**src/rtl/jtbubl_snd_comm_pkg.sv**
```systemverilog
// Shared definitions for the main/sound CPU mailbox.
// Holds the register map for both CPU sides, the status bit positions
// and the reset-stretch state encoding.
package jtbubl_snd_comm_pkg;

  // Main CPU register map
  localparam logic [1:0] MAIN_ADDR_DATA = 2'd0;  // wr: m2s latch, rd: s2m latch
  localparam logic [1:0] MAIN_ADDR_STAT = 2'd1;  // rd: status, clears overrun
  localparam logic [1:0] MAIN_ADDR_SRST = 2'd3;  // wr: bit0 = sound reset request

  // Sound CPU register map
  localparam logic [1:0] SND_ADDR_DATA    = 2'd0;  // rd: m2s latch (NMI ack), wr: s2m latch
  localparam logic [1:0] SND_ADDR_STAT    = 2'd1;  // rd: status
  localparam logic [1:0] SND_ADDR_NMI_DIS = 2'd1;  // wr: disable NMI
  localparam logic [1:0] SND_ADDR_NMI_EN  = 2'd2;  // wr: enable NMI

  // Status bit positions
  localparam int unsigned STAT_S2M_FULL = 0;
  localparam int unsigned STAT_M2S_FULL = 1;
  localparam int unsigned STAT_OVR      = 2;

  typedef enum logic [1:0] {
    ST_IDLE    = 2'd0,
    ST_HOLD    = 2'd1,
    ST_STRETCH = 2'd2
  } rst_st_e;

endpackage

```
**src/rtl/jtbubl_comm_latch.sv**
```systemverilog
// One direction of the mailbox: 8-bit data register plus full flag.
// Ports:
//   clk_i, rst_i : clock, synchronous active-high reset
//   wr_i         : load din_i and set full (set wins over clr_i)
//   clr_i        : reader acknowledge, clears full
//   hold_i       : forces full to 0 (data retained)
//   din_i        : write data
//   data_o       : latched data
//   full_o       : full flag
//   ovr_o        : write landed while already full (same-cycle pulse)
module jtbubl_comm_latch (
  input  logic       clk_i,
  input  logic       rst_i,
  input  logic       wr_i,
  input  logic       clr_i,
  input  logic       hold_i,
  input  logic [7:0] din_i,
  output logic [7:0] data_o,
  output logic       full_o,
  output logic       ovr_o
);
  import jtbubl_snd_comm_pkg::*;

  logic [7:0] data_q, data_d;
  logic       full_q, full_d;

  always_comb begin
    data_d = data_q;
    full_d = full_q;
    if (wr_i) data_d = din_i;
    if (hold_i)     full_d = 1'b0;
    else if (wr_i)  full_d = 1'b1;
    else if (clr_i) full_d = 1'b0;
  end

  always_ff @(posedge clk_i) begin
    if (rst_i) begin
      data_q <= '0;
      full_q <= 1'b0;
    end else begin
      data_q <= data_d;
      full_q <= full_d;
    end
  end

  assign data_o = data_q;
  assign full_o = full_q;
  assign ovr_o  = wr_i & full_q;

endmodule

```
**src/rtl/jtbubl_snd_comm.sv**
```systemverilog
// Bidirectional main-CPU / sound-CPU mailbox for Bubble Bobble.
// One latch per direction, NMI generation towards the sound Z80 with
// sound-side enable, and a main-controlled sound reset with a minimum
// length of RST_TICKS cen12 ticks.
// Ports:
//   clk, rst, cen12              : clock, sync reset, 12 MHz enable
//   main_cs/rnw/addr/din/dout    : main CPU access port, registered read data
//   snd_cs/rnw/addr/din/dout     : sound CPU access port, registered read data
//   snd_nmin                     : active-low NMI level to sound CPU
//   snd_rst                      : active-high reset to sound CPU
module jtbubl_snd_comm #(
  parameter int unsigned RST_TICKS = 16
) (
  input  logic       clk,
  input  logic       rst,
  input  logic       cen12,
  input  logic       main_cs,
  input  logic       main_rnw,
  input  logic [1:0] main_addr,
  input  logic [7:0] main_din,
  output logic [7:0] main_dout,
  input  logic       snd_cs,
  input  logic       snd_rnw,
  input  logic [1:0] snd_addr,
  input  logic [7:0] snd_din,
  output logic [7:0] snd_dout,
  output logic       snd_nmin,
  output logic       snd_rst
);
  import jtbubl_snd_comm_pkg::*;

  localparam int unsigned CW = $clog2(RST_TICKS + 1);
  localparam logic [CW-1:0] TICKS = CW'(RST_TICKS);

  logic [7:0] m2s_data, s2m_data;
  logic       m2s_full, s2m_full, m2s_ovr, s2m_ovr_unused;

  logic       ovr_q, ovr_d;
  logic       nmi_pend_q, nmi_pend_d;
  logic       nmi_en_q, nmi_en_d;
  logic       rst_req_q, rst_req_d;
  rst_st_e    st_q, st_d;
  logic [CW-1:0] cnt_q, cnt_d;
  logic [7:0] main_dout_q, main_dout_d;
  logic [7:0] snd_dout_q, snd_dout_d;

  // Access decode; the sound side is deaf while it is held in reset
  logic m_wr, m_rd, s_acc, s_wr, s_rd;
  logic m_wr0, m_rd0, m_rd1, m_wr3;
  logic s_wr0, s_rd0, s_rd1, s_wr1, s_wr2;

  assign m_wr  = main_cs & ~main_rnw;
  assign m_rd  = main_cs &  main_rnw;
  assign s_acc = snd_cs & ~snd_rst;
  assign s_wr  = s_acc & ~snd_rnw;
  assign s_rd  = s_acc &  snd_rnw;

  assign m_wr0 = m_wr && main_addr == MAIN_ADDR_DATA;
  assign m_wr3 = m_wr && main_addr == MAIN_ADDR_SRST;
  assign m_rd0 = m_rd && main_addr == MAIN_ADDR_DATA;
  assign m_rd1 = m_rd && main_addr == MAIN_ADDR_STAT;
  assign s_wr0 = s_wr && snd_addr == SND_ADDR_DATA;
  assign s_wr1 = s_wr && snd_addr == SND_ADDR_NMI_DIS;
  assign s_wr2 = s_wr && snd_addr == SND_ADDR_NMI_EN;
  assign s_rd0 = s_rd && snd_addr == SND_ADDR_DATA;
  assign s_rd1 = s_rd && snd_addr == SND_ADDR_STAT;

  jtbubl_comm_latch u_m2s (
    .clk_i  (clk),
    .rst_i  (rst),
    .wr_i   (m_wr0),
    .clr_i  (s_rd0),
    .hold_i (1'b0),
    .din_i  (main_din),
    .data_o (m2s_data),
    .full_o (m2s_full),
    .ovr_o  (m2s_ovr)
  );

  jtbubl_comm_latch u_s2m (
    .clk_i  (clk),
    .rst_i  (rst),
    .wr_i   (s_wr0),
    .clr_i  (m_rd0),
    .hold_i (snd_rst),
    .din_i  (snd_din),
    .data_o (s2m_data),
    .full_o (s2m_full),
    .ovr_o  (s2m_ovr_unused)
  );

  always_comb begin
    ovr_d       = ovr_q;
    nmi_pend_d  = nmi_pend_q;
    nmi_en_d    = nmi_en_q;
    rst_req_d   = rst_req_q;
    main_dout_d = main_dout_q;
    snd_dout_d  = snd_dout_q;

    if (m2s_ovr)    ovr_d = 1'b1;
    else if (m_rd1) ovr_d = 1'b0;

    if (snd_rst)    nmi_pend_d = 1'b0;
    else if (m_wr0) nmi_pend_d = 1'b1;
    else if (s_rd0) nmi_pend_d = 1'b0;

    if (snd_rst)    nmi_en_d = 1'b0;
    else if (s_wr1) nmi_en_d = 1'b0;
    else if (s_wr2) nmi_en_d = 1'b1;

    if (m_wr3) rst_req_d = main_din[0];

    if (m_rd) begin
      if (m_rd0)      main_dout_d = s2m_data;
      else if (m_rd1) begin
        main_dout_d = '0;
        main_dout_d[STAT_OVR]      = ovr_q;
        main_dout_d[STAT_M2S_FULL] = m2s_full;
        main_dout_d[STAT_S2M_FULL] = s2m_full;
      end else        main_dout_d = '1;
    end

    if (s_rd) begin
      if (s_rd0)      snd_dout_d = m2s_data;
      else if (s_rd1) begin
        snd_dout_d = '0;
        snd_dout_d[STAT_M2S_FULL] = m2s_full;
        snd_dout_d[STAT_S2M_FULL] = s2m_full;
      end else        snd_dout_d = '1;
    end
  end

  // Counter runs across HOLD and STRETCH so a re-asserted request does not
  // restart the minimum pulse; it is cleared only on entry from IDLE.
  always_comb begin
    st_d  = st_q;
    cnt_d = cnt_q;
    if (st_q != ST_IDLE && cen12 && cnt_q != TICKS) cnt_d = cnt_q + 1'b1;
    case (st_q)
      ST_IDLE: if (rst_req_q) begin
        st_d  = ST_HOLD;
        cnt_d = '0;
      end
      ST_HOLD:    if (!rst_req_q) st_d = ST_STRETCH;
      ST_STRETCH: begin
        if (rst_req_q)          st_d = ST_HOLD;
        else if (cnt_q == TICKS) st_d = ST_IDLE;
      end
      default: st_d = ST_STRETCH;
    endcase
  end

  always_ff @(posedge clk) begin
    if (rst) begin
      ovr_q       <= 1'b0;
      nmi_pend_q  <= 1'b0;
      nmi_en_q    <= 1'b0;
      rst_req_q   <= 1'b0;
      main_dout_q <= '0;
      snd_dout_q  <= '0;
      st_q        <= ST_STRETCH;
      cnt_q       <= '0;
    end else begin
      ovr_q       <= ovr_d;
      nmi_pend_q  <= nmi_pend_d;
      nmi_en_q    <= nmi_en_d;
      rst_req_q   <= rst_req_d;
      main_dout_q <= main_dout_d;
      snd_dout_q  <= snd_dout_d;
      st_q        <= st_d;
      cnt_q       <= cnt_d;
    end
  end

  assign snd_rst   = st_q != ST_IDLE;
  // Gated by snd_rst so NMI deasserts together with reset entry, before the
  // pending/enable flags are cleared a cycle later.
  assign snd_nmin  = ~(nmi_pend_q & nmi_en_q & ~snd_rst);
  assign main_dout = main_dout_q;
  assign snd_dout  = snd_dout_q;

endmodule
```
**config.mk**
```make
export PLATFORM = sky130hd
export DESIGN_NAME = jtbubl_snd_comm
export DESIGN_NICKNAME = d
export VERILOG_FILES = /design/src/rtl/jtbubl_snd_comm_pkg.sv /design/src/rtl/jtbubl_comm_latch.sv /design/src/rtl/jtbubl_snd_comm.sv
export SDC_FILE = /design/constraint.sdc
export NUM_CORES = 1
export LEC_CHECK = 0
export BUFFER_PORTS_ARGS = -buffer_cell sky130_fd_sc_hd__buf_2
export CORE_MARGIN = 5
export CORE_UTILIZATION = 40
export DETAILED_ROUTE_END_ITERATION = 6
export SYNTH_ARGS = -nofsm -noshare
export SYNTH_HDL_FRONTEND = slang
export SYNTH_SLANG_ARGS = --single-unit
```
**constraint.sdc**
```tcl
create_clock -name clk -period 1.3 [get_ports clk]
set_input_delay 0.065 -clock clk [delete_from_list [all_inputs] [get_ports clk]]
set_output_delay 0.065 -clock clk [all_outputs]
set_load 0.01 [all_outputs]
```
## Word level (Yosys, flattened, before mapping)

Index checks and enable logic that the tools add are counted.

- Add/sub/neg operators: 1
- Eq/ne operators: 11
- Multiplexer cells: 18
- Bitwise operators: 12
- Reduce and logical (&&, ||, !) cells: 21

Operators by type and width:

| cell | count |
|---|---|
| $mux W8 | 4 |
| $mux W5 | 3 |
| $logic_and A1 B1 Y1 | 11 |
| $and A1 B1 Y1 | 8 |
| $mux W2 | 4 |
| $reduce_bool A2 Y1 | 4 |
| $eq A2 B1 Y1 const B | 3 |
| $eq A2 B2 Y1 const B | 3 |
| $logic_not A2 Y1 | 3 |
| $mux W1 | 6 |
| $pmux W2 S3 | 1 |
| $add A5 B1 Y5 const B | 1 |
| $eq A5 B5 Y1 const B | 1 |
| $ne A5 B5 Y1 const B | 1 |
| $ne A2 B2 Y1 const B | 2 |
| $not A1 Y1 | 4 |
| $ne A3 B3 Y1 const B | 1 |
| $reduce_and A3 Y1 | 1 |
| $reduce_or A3 Y1 | 1 |
| $reduce_or A2 Y1 | 1 |

- Register bits after elaboration: 45
- Output and inout bits: 18
- Logic and storage cells: 75

## Depth between registers and ports, before layout

- Word-level depth: 7
- Gate-level depth with buffers: 5
- Mapped depth without buffers: 5

## Hierarchy

From an unflattened synthesis, not the netlist that was laid out.

- Cells, all modules: 214
- Area total of the unflattened synthesis: 1968.1 µm²

Modules (own cells, without submodules):

| module | instances | cells each | area an instance (µm²) | sequential area each (µm²) |
|---|---|---|---|---|
| jtbubl_snd_comm | 1 | 152 | 1305.0 | 540.5 |
| jtbubl_comm_latch | 2 | 31 | 331.6 | 180.2 |

## Least setup slack after synthesis

No wires, ideal clock.

- Path kind: flip-flop to flip-flop
- From: reg st_q[0]
- To: reg u_s2m.data_q[4], in the netlist u_s2m.data_o[4]
- Arrival time: 1.246 ns
- Setup slack: -0.066 ns
- Stages on the path, launching flop included: 6
- Path buffers: 2
- Cells stage by stage: dfxtp_1 buf_6 or4b_4 buf_6 o21ai_2 a21oi_1

- Cells in the longest elaborated chain, start to end: 5

Ends and longest elaborated chain:

| item | RTL line | source |
|---|---|---|
| start, declared | jtbubl_snd_comm.sv:42 | `rst_st_e st_q, st_d;` |
| start signal, assigned | jtbubl_snd_comm.sv:170 | `st_q <= st_d;` |
| $reduce_bool A2 Y1 | jtbubl_snd_comm.sv:175 | `assign snd_rst = st_q != ST_IDLE;` |
| $not A1 Y1 | jtbubl_snd_comm.sv:54 | `assign s_acc = snd_cs & ~snd_rst;` |
| $and A1 B1 Y1 | jtbubl_snd_comm.sv:54 |  |
| $and A1 B1 Y1 | jtbubl_snd_comm.sv:55 | `assign s_wr = s_acc & ~snd_rnw;` |
| $logic_and A1 B1 Y1 | jtbubl_snd_comm.sv:62 | `assign s_wr0 = s_wr && snd_addr == SND_ADDR_DATA;` |
| end signal, assigned | jtbubl_comm_latch.sv:41 | `data_q <= data_d;` |
| end, declared | jtbubl_comm_latch.sv:24 | `logic [7:0] data_q, data_d;` |

Every way passes these cells.
A chain may end at the register's enable or synchronous reset.

## Worst setup path after layout

- From: reg st_q[1]
- To: reg u_s2m.data_q[4], in the netlist u_s2m.data_o[4]

Same word-level chain as after synthesis.

==> qor.yml <==
outcome: "completed"
period_minus_slack_ps: 1300
ys_seq_area_share_pct: 45.1
worstHoldStart: "main_din[4]"
fillers: 481
hold_path_end: "u_m2s.data_o[4]"
grt_max_degree: 22
ios: 45
cp_max_fo: 7
antenna_found_initial: 0
gp_congestion: 0.750
r2r-start: "st_q[1]"
area_growth_pct: 31.6
r2r_slack_ps: 0.9
overflow: 0
yosysUniqueCellTypes: 37
num_rows: 25
start_kind: "register"
final_util_pct: 54.9
firstDrtPassIters: 4
p_per_area_nw_per_um2: 975
drive_gt1_share_pct: 34.8
hpwl_um: 3460
avgViaCountPerCell: 5.09
period_share_pct: 99.9
seqCellArea_um2: 910
n_antenna_cell: 0
tns_ps: 0
path_delay_family: "simple AND/OR/NAND/NOR gates"
critical_path_class: "reg -> reg"
wl_um: 5060
cts_max_level: 2
intPower_w: 0.00192
grt_usage_pct: 16.0
rsz0062_at_grt: "yes"
ff2ff_path_depth: 3
slew_viol_final: 0
critical_path.max_stage_delay_ps: 600
worstHoldPathCells: 3
grt_pass1_wl_um: 8080
start_util_pct: 41.7
synth_ff_type: "dfxtp_1"
die_height_um: 80.7
syn_nets: 261
synth-edff-count: 0
synth_cells: 232
avgSynthCellArea_um2: 8.61
cp.required_ps: 1490
multiInputGateArea_um2: 1090
skew_ps: 3.05
layout.nets: 324
die_area_um2: 6510
slew-limit-headroom_pct: 64.4
clkPwrFrac_pct: 32.7
cap_violations: 0
critPathBufInv: 0
drcViolationCount: 0
stdcell_count: 363
synth_area_um2: 2000
hold_viol_final: 0
cts_tree: "done"
crit_chain: "or4b_4, o21ai_2, a21oi_1"
p_leak_nw: 0.976
finalSetupViolCount: 0
avgRoutedWirePerCell_um: 13.9
p_sw_share_pct: 25.0
end_kind: "register"
crit_arrival_ps: 1490
irDropWorstVdd_v: 0.000521
clk_pin_slew_worst_paths_ps: 80
clock_latency_ps: 290
core-area_um2: 4790
p_seq_share_pct: 55.6
cts-root-buf: "clkbuf_8"
hold_path.class: "in -> reg"
cts_sinks: 45
combPwrFrac_pct: 11.7
postRouteAntennaNets: 0
ys_ff_latch: 45
total_power_w: 0.00256
first_global_vias: 1709
p_switching_w: 0.000640
synth-async-reset-ratio_pct: 0
dp.cells: 350
cts_max_path_buffers: 2
yosysWarnings: 0
fmax_ghz: 0.770
r2r_end: "u_s2m.data_o[4]"
die_x_um: 80.7
place.port_buffers: 44
cts_buffers: 5
critPathSlowestCell: "or4b_4"
worst_pin_slew_ps: 521
drt_first_iter_violations: 90
vias: 1848
==> per-stage QoR <==
| stage | cell area (µm²) | worst slack, ps | hold WS (ps) |
|---|---|---|---|
| floorplan | 2000 | -9.96 | 201 |
| global placement | 2380 | -22.2 | 306 |
| CTS | 2540 | -13.4 | 0.415 |
| finish | 2630 | 0.892 | 6.38 |
| global route | 2630 | -45.1 | 0.0236 |
| detailed placement | 2380 | -47.5 | 311 |
==> flip-flops by register name, indices dropped and copies added (netlist names), 2 cells and up <==
signal	count
cnt_q	5
u_m2s.data_o	8
snd_dout	8
u_s2m.data_o	8
main_dout	8
st_q	2
==> layer usage <==
metal / vias to the layer above / wire length, µm / GRT usage [%]
met2: 34 / 2310 / 25.6
met1: 849 / 2450 / 21.0
met5: - / 0 / 0
met4: 0 / 60 / 4.56
li1: 959 / - / -
met3: 6 / 244 / 4.37
==> kinds of logic (layout without fill, tap and decap cells) <==
family / after synthesis / count (layout) / synth area share [%]
buf+inv: 21 / 83 / 5.64
fa+ha+maj: 2 / 2 / 1.25
flops: 45 / 45 / 45.1
simple gates: 96 / 98 / 26.5
mux: 1 / 1 / 0.501
compound gates: 67 / 67 / 21.0
==> layout by cell type (no fill, tap or decap), types with 2 or more instances in the layout <==
cell type,instances
nand3_1,8
nor2_1,18
a211oi_2,3
a2111oi_1,2
clkbuf_1,2
or3_1,3
inv_1,7
dfxtp_4,2
clkbuf_8,5
nand4bb_1,2
nand2_1,23
or4b_4,2
nand3_2,5
o21ai_0,7
o21ai_1,2
o21ai_2,8
a21oi_1,27
dfxtp_1,42
buf_2,44
nor3_1,15
nor2b_1,10
dlygate4sd3_1,3
buf_4,17
a2111oi_0,3
buf_6,3
a21oi_2,4
a211oi_1,4
==> power by group through the flow <==
| stage | logic (W) | clock network [W] | registers [W] |
|---|---|---|---|
| 3_5_place_dp | 0.000275 | 0 | 0.00146 |
| 3_3_place_gp | 0.000274 | 0 | 0.00146 |
| 5_1_grt | 0.000329 | 0.000931 | 0.00143 |
| 2_1_floorplan | 0.000131 | 0 | 0.00147 |
| 6_report | 0.000300 | 0.000838 | 0.00142 |
| 4_1_cts | 0.000290 | 0.000867 | 0.00143 |
==> tightest hold or removal path: stages <==
cell	delay, ps
buf_2	100
nand2_1	40
a21oi_1	50
==> layout make-up <==
| class | count | area share (%) |
|---|---|---|
| Clock inverter | 1 | 0.286 |
| Inverter | 7 | 1.00 |
| Tap cell | 67 | 3.19 |
| Sequential cell | 45 | 34.6 |
| Timing Repair Buffer | 68 | 16.4 |
| Clock buffer | 7 | 2.90 |
| Multi-Input combinational cell | 168 | 41.6 |
==> worst max-delay path by stage <==
stage                   from  slack, ps              end  depth (start not counted)
CTS                  st_q[0]        -10  u_s2m.data_o[4]                          3
global route         st_q[1]        -50  u_s2m.data_o[4]                          3
finish               st_q[1]        0.9  u_s2m.data_o[4]                          3
global placement    cnt_q[0]        -20         cnt_q[2]                          6
floorplan            st_q[0]        -10  u_s2m.data_o[4]                          5
detailed placement  cnt_q[0]        -50         cnt_q[2]                          6
==> cell usage after synthesis (all sizes together) (2+ instances only) <==
cell      n  area [µm²]
o21ai    17         115
dfxtp    45         901
or4b      2        23.8
inv       7        26.3
nor2b    10        62.6
a211oi    7        52.6
nor4b     2        38.8
clkbuf    7        26.3
nand3    13        65.1
a21oi    31         155
a2111oi   5        43.8
ha        2        25.0
nand2    23        86.3
or3       3        18.8
nor4bb    2        20.0
nor2     19        71.3
nor3     15        75.1
buf       7        60.1
nand4bb   2        22.5
==> timing repair <==
item | 4_1_cts | 5_1_grt
resized for setup | 10 | 20
gates cloned | 1 | 2
pin swaps | 2 | 19
hold buffers | 3 | 0
endpoints found under the setup margin | 15 | 21
endpoints found under the hold margin | 3 | 0
buffers inserted | 0 | 0
(Power assumes the default switching activity.)
